<file path="src/rtl/reg_file.sv">
// 32x32 integer register file: two combinational read ports, one write port, x0 reads zero.
// Optional same-cycle write-to-read forwarding when REGFILE_BYPASS_EN is defined.
module reg_file #(
    parameter int DATA_WIDTH = 32,
    parameter int ADDR_WIDTH = 5
) (
    input  logic                  clk,
    input  logic                  resetn,
    input  logic [ADDR_WIDTH-1:0] raddr1,
    output logic [DATA_WIDTH-1:0] rdata1,
    input  logic [ADDR_WIDTH-1:0] raddr2,
    output logic [DATA_WIDTH-1:0] rdata2,
    input  logic                  we,
    input  logic [ADDR_WIDTH-1:0] waddr,
    input  logic [DATA_WIDTH-1:0] wdata
);

    localparam int DEPTH = 2 ** ADDR_WIDTH;

    // x0 has no storage; the array starts at x1
    logic [DATA_WIDTH-1:0] regs [1:DEPTH-1];
    logic [DATA_WIDTH-1:0] rd1;
    logic [DATA_WIDTH-1:0] rd2;

    always_ff @(posedge clk or negedge resetn) begin
        if (!resetn) begin
            for (int i = 1; i < DEPTH; i++) begin
                regs[i] <= '0;
            end
        end else if (we) begin
            for (int i = 1; i < DEPTH; i++) begin
                if (waddr == ADDR_WIDTH'(i)) begin
                    regs[i] <= wdata;
                end
            end
        end
    end

    always_comb begin
        rd1 = '0;
        rd2 = '0;
        for (int i = 1; i < DEPTH; i++) begin
            if (raddr1 == ADDR_WIDTH'(i)) begin
                rd1 = regs[i];
            end
            if (raddr2 == ADDR_WIDTH'(i)) begin
                rd2 = regs[i];
            end
        end
    end

`ifdef REGFILE_BYPASS_EN
    logic wr_live;
    logic fwd1;
    logic fwd2;

    // Forwarding is gated by reset so a held reset still reads zero
    assign wr_live = resetn && we && (waddr != '0);
    assign fwd1    = wr_live && (raddr1 == waddr);
    assign fwd2    = wr_live && (raddr2 == waddr);
    assign rdata1  = fwd1 ? wdata : rd1;
    assign rdata2  = fwd2 ? wdata : rd2;
`else
    assign rdata1 = rd1;
    assign rdata2 = rd2;
`endif

endmodule

</file>
<file path="config.mk">
export PLATFORM = sky130hd
export DESIGN_NAME = reg_file
export DESIGN_NICKNAME = d
export VERILOG_FILES = /design/src/rtl/reg_file.sv
export SDC_FILE = /design/constraint.sdc
export NUM_CORES = 2
export LEC_CHECK = 0
export BUFFER_PORTS_ARGS = -buffer_cell sky130_fd_sc_hd__buf_2
export CELL_PAD_IN_SITES_DETAIL_PLACEMENT = 1
export CELL_PAD_IN_SITES_GLOBAL_PLACEMENT = 1
export CORE_AREA = 2 2 253 443
export DETAILED_ROUTE_END_ITERATION = 7
export DIE_AREA = 0 0 255 445
export GPL_ROUTABILITY_DRIVEN = 0
export PLACE_DENSITY = 0.88
export SYNTH_ARGS = -nofsm -noshare
export SYNTH_HDL_FRONTEND = slang
export SYNTH_SLANG_ARGS = --single-unit
</file>
<file path="constraint.sdc">
create_clock -name clk -period 3.5 [get_ports clk]
set_input_delay 0.7 -clock clk [delete_from_list [all_inputs] [get_ports clk]]
set_output_delay 0.7 -clock clk [all_outputs]
set_load 0.02 [all_outputs]
</file>
==> impl_metrics.csv, run 1 <==
group,metric,value,unit
synthesis,syn-instance-count,5289,
status,error,"[ERROR GRT-0116] Global routing finished with congestion. Check the congestion regions in the DRC Viewer.",
synthesis,synth_edf_count,0,
grt,grt_pass1_wl,804000,um
clock_tree,htree_levels,3,
floorplanning,fp-row-count,161,
floorplanning,start_util,50.7,%
synthesis,syn_avg_cell_area,10.5,um2
synthesis,synth_ff_type,"dfrtp_1",
synthesis,synth_warnings,0,
synthesis,synth_cell_types,90,
synthesis,async_flop_share,100,%
grt,first_global_vias,88000,
grt,gr-total-overflow,5498,
clock_tree,clock_path_buffers,3,
clock_tree,cts-root-buf,"clkbuf_16",
status,flow.stopped_at,"global routing (5_1_grt)",
clock_tree,numCtsBuffers,90,
floorplanning,io_pins,114,
floorplanning,die_w,255,um
grt,grt_max_degree,95,
synthesis,synth_top_area_cell,"dfrtp_1",
synthesis,synth_fp_nets,5339,
grt,track_usage,98.9,%
clock_tree,cts_sinks,992,
synthesis,synth_seq_cells,992,
synthesis,synth_top_area_share,44.6,%
status,outcome,"aborted with a tool error",
placed_design,io_buffers,113,
floorplanning,die_h,445,um
synthesis,ys_seq_area_share,44.6,%
synthesis,netlist_top_cells_area,"dfrtp_1 45%, mux2_2 21%, o21ai_0 3.8%",
synthesis,syn_area,55700,um2
placed_design,dpl.hpwl,246000,um
## synthesized netlist by cell type (9+ instances only)
cell	number
mux2_2	1044
dfrtp_1	992
o21ai_0	423
a21oi_1	364
nor2_1	282
nand2_1	270
clkbuf_1	227
o22ai_1	222
buf_2	212
mux2i_1	145
a22oi_1	122
nand3_1	64
nor3_1	60
a211oi_1	55
o221ai_1	49
o211ai_1	48
a221oi_1	45
buf_1	44
nand2b_1	39
nor2b_1	36
buf_4	35
a31oi_1	33
a22o_1	30
a21o_1	27
a221o_1	24
inv_1	23
a222oi_1	22
nand4_1	22
o31ai_1	18
o32ai_1	18
a32oi_1	16
o2bb2ai_1	16
or3_1	15
o21ai_1	13
mux4_2	12
o22a_1	12
o21a_1	11
a2111oi_0	10
nor2_2	10
a211o_1	9
a2bb2oi_1	9
and3_1	9
nor4_1	9
## routing by layer
metal	overflow	global-route usage, %
met1	360	94.1
met2	3073	110
met3	462	91.4
met4	1532	103
met5	71	81.3
## cell families after synthesis
kind of cell / Yosys count / synth area share, %
AOI/OAI and AO/OA: 1658 / 19.1
buffers and inverters: 550 / 4.53
DFF: 992 / 44.6
muxes: 1204 / 24.3
and+or+nand+nor: 885 / 7.59
## stage by stage
step,instances,cell area [um2],hold slack (ns),setup slack (ns)
floorplan,5289,55700,0.404,0.141
global placement,7339,64900,0.488,-0.575
detailed placement,7339,64900,0.496,-0.816
CTS,7683,75500,0.540,-0.224
## timing repair
item                        CTS
setup endpoints to repair    64
buffers inserted            166
hold buffers                  1
pin swaps                   269
resized for setup          1329
cloned                       19
hold endpoints to repair      4
==> inputs of run 2 (changes only) <==
==> config.mk (replaced) <==
export PLATFORM = sky130hd
export DESIGN_NAME = reg_file
export DESIGN_NICKNAME = d
export VERILOG_FILES = /design/src/rtl/reg_file.sv
export SDC_FILE = /design/constraint.sdc
export NUM_CORES = 2
export LEC_CHECK = 0
export BUFFER_PORTS_ARGS = -buffer_cell sky130_fd_sc_hd__buf_2
export CORE_AREA = 2 2 377 379
export DETAILED_ROUTE_END_ITERATION = 7
export DIE_AREA = 0 0 379 381
export GPL_ROUTABILITY_DRIVEN = 0
export PLACE_DENSITY_LB_ADDON = 0.15
export SYNTH_ARGS = -nofsm -noshare
export SYNTH_HDL_FRONTEND = slang
export SYNTH_SLANG_ARGS = --single-unit
==> impl_metrics.csv, run 2 <==
group,metric,value,unit
grt,antenna_found_initial,13,
sta,timing.final.ws_setup,-0.361,ns
pwr,power,38.1,mW
detailed_routing,vias,56900,
grt,gr-total-overflow,0,
status,outcome,"finished, violations left",
sta,fin_crit,3.86,ns
finish,top_register,"regs",
detailed_routing,dr.first_iter.drc_count,9136,
finish,finalInstanceArea,79600,um2
finish,largest_register_ff_count,992,
sta,clock_skew,0,ns
sta,setup_viol,61,
detailed_routing,ant_nets,0,
clock_tree,cts-root-buf,"clkbuf_16",
grt,track_usage,41.3,%
placed_design,placed_area,66000,um2
synthesis,synth_edf_count,0,
synthesis,synth_top_area_cell,"dfrtp_1",
job,maxCapViolCount,0,
synthesis,ys_seq_area_share,44.6,%
detailed_routing,met3_length,41300,um
status,violations,"setup timing",
detailed_routing,dr.pass1.iters,7,
synthesis,syn_area,55700,um2
synthesis,synth_fp_nets,5339,
grt,first_global_vias,53500,
sta,worst_slew_pin_slew,0.961,ns
floorplanning,dieArea,144000,um2
floorplanning,io_pins,114,
detailed_routing,routed_wl,309000,um
detailed_routing,post_drt_wl_per_cell,37.0,um
synthesis,synth_seq_cells,992,
detailed_routing,wl_met2,127000,um
finish,multiInputGateArea,33100,um2
worst_setup_path,path_class,"reg2out",
worst_hold_path,hp-class,"in2async",
worst_setup_path,cp-start-kind,"register",
grt,grt_max_degree,114,
synthesis,netlist_top_cells_area,"dfrtp_1 45%, mux2_2 21%, o21ai_0 3.8%",
sta,holdWs,0.509,ns
sta,fin_crit_sh,110,%
detailed_routing,vias_per_cell,6.81,
finish,most-common-layout-cells,"1042 x mux2_2, 990 x dfrtp_1, 917 x buf_4",
clock_tree,path_clk_slew,0.06,ns
finish,fillers,12000,
detailed_routing,drc,0,
floorplanning,fp-row-count,138,
grt,grt_pass1_wl,423000,um
pwr,ir_drop,0.442,mV
finish,instances_no_fill,8348,
clock_tree,clock_path_buffers,3,
clock_tree,numCtsBuffers,111,
clock_tree,clk_latency,0.81,ns
worst_setup_path,critPathArrivalTime,3.16,ns
detailed_routing,route.layer.met1.wl,113000,um
finish,reg_top3,"regs: 992 flops",
placed_design,dpl.hpwl,219000,um
placed_design,dp.cells,7830,
synthesis,async_flop_share,100,%
synthesis,syn-instance-count,5289,
finish,nets,6412,
floorplanning,core_area,141000,um2
floorplanning,die_w,379,um
synthesis,synth_ff_type,"dfrtp_1",
sta,hold_viol,0,
floorplanning,start_util,39.6,%
clock_tree,cts_sinks,992,
pwr,power.leakage,34.8,nW
synthesis,yosysMostFrequentCell,"mux2_2",
worst_setup_path,worst-path-max-fanout,2,
finish,drive_gt1_share,53.0,%
synthesis,synthTopCellsByCount,"1044 x mux2_2, 992 x dfrtp_1, 423 x o21ai_0",
floorplanning,die_h,381,um
finish,seq_area,24800,um2
finish,syn_to_final_growth,42.8,%
sta,slew_headroom,35.9,%
sta,final_max_slew_viol_count,0,
synthesis,synth_cell_types,90,
synthesis,synth_warnings,0,
sta,fmax,0.259,GHz
clock_tree,cts_tree,"yes",
pwr,powerDensity,479,nW/um2
detailed_routing,routed.top_layer,"met5",
synthesis,syn_avg_cell_area,10.5,um2
worst_setup_path,cp.required,2.80,ns
finish,final_common_cell,"mux2_2",
placed_design,io_buffers,113,
clock_tree,htree_levels,3,
worst_setup_path,end_kind,"output port",
sta,grt_setup_unrepaired,"true",
synthesis,synth_top_area_share,44.6,%
==> run 2: layout make-up <==
class                           count  area share, %
Antenna cell                       11         0.0346
Multi-Input combinational cell   3747           41.5
Clock inverter                     47          0.918
Inverter                           24          0.134
Timing Repair Buffer             1486           19.2
Sequential cell                   992           31.2
Clock buffer                      151           3.99
Tap cell                         1890           2.97
==> run 2: through the flow <==
stage          worst slack [ns]  utilization, %  setup TNS, ns
6_report                 -0.361            56.6          -8.83
5_1_grt                  -0.384            56.6          -8.61
4_1_cts                  -0.231            53.9          -3.51
3_5_place_dp             -0.886            46.9         -34.86
3_3_place_gp             -0.876            46.9         -34.38
2_1_floorplan             0.141               -              0
==> run 2: critical path, cell delays in order (launching register included) <==
cell      delay, ns
dfrtp_1        0.40
mux2_2         0.28
a32oi_2        0.18
o21ai_2        0.13
o221ai_2       0.17
o211ai_1       0.30
a222oi_1       0.48
buf_4          0.22
o21ai_2        0.07
buf_6          0.15
==> run 2: repair_timing <==
item                       4_1_cts  5_1_grt
pin swaps                      244      297
setup endpoints to repair       64       64
cloned                          21        9
setup buffers                  174      173
hold buffers                     1        0
resized for setup             1026      570
hold endpoints to repair        45        0
==> run 2: routing by layer <==
metal  track usage (%)  vias to the layer above
met1              53.1                    28500
met3              13.9                     1439
met2              58.3                     4808
li1                  -                    22100
met5             0.303                        -
met4              28.2                        6
==> run 2: final timing paths <==
path	start	end	slack [ns]	depth (start not counted)
min reg2reg	regs[759]	regs[759]	0.52	1
max	regs[881]	rdata1[17]	-0.36	9
max in group asynchronous	resetn	regs[60]	1.87	3
min in group clk	regs[759]	regs[759]	0.52	1
max reg2reg	regs[750]	regs[750]	2.52	2
min	resetn	regs[738]	0.51	2
==> run 2: power breakdown <==
group	switching, mW	internal (mW)	total, mW
sequential	2.64	13.7	16.4
clock	5.46	7.34	12.8
combinational	4.54	4.40	8.94
total	12.6	25.5	38.1
==> run 2: cell families after synthesis <==
family,share of synthesized area (%)
mux,24.3
buf+inv,4.53
compound gates,19.1
simple gates,7.59
flops,44.6
Note: power is estimated with default switching activity, not from simulation.
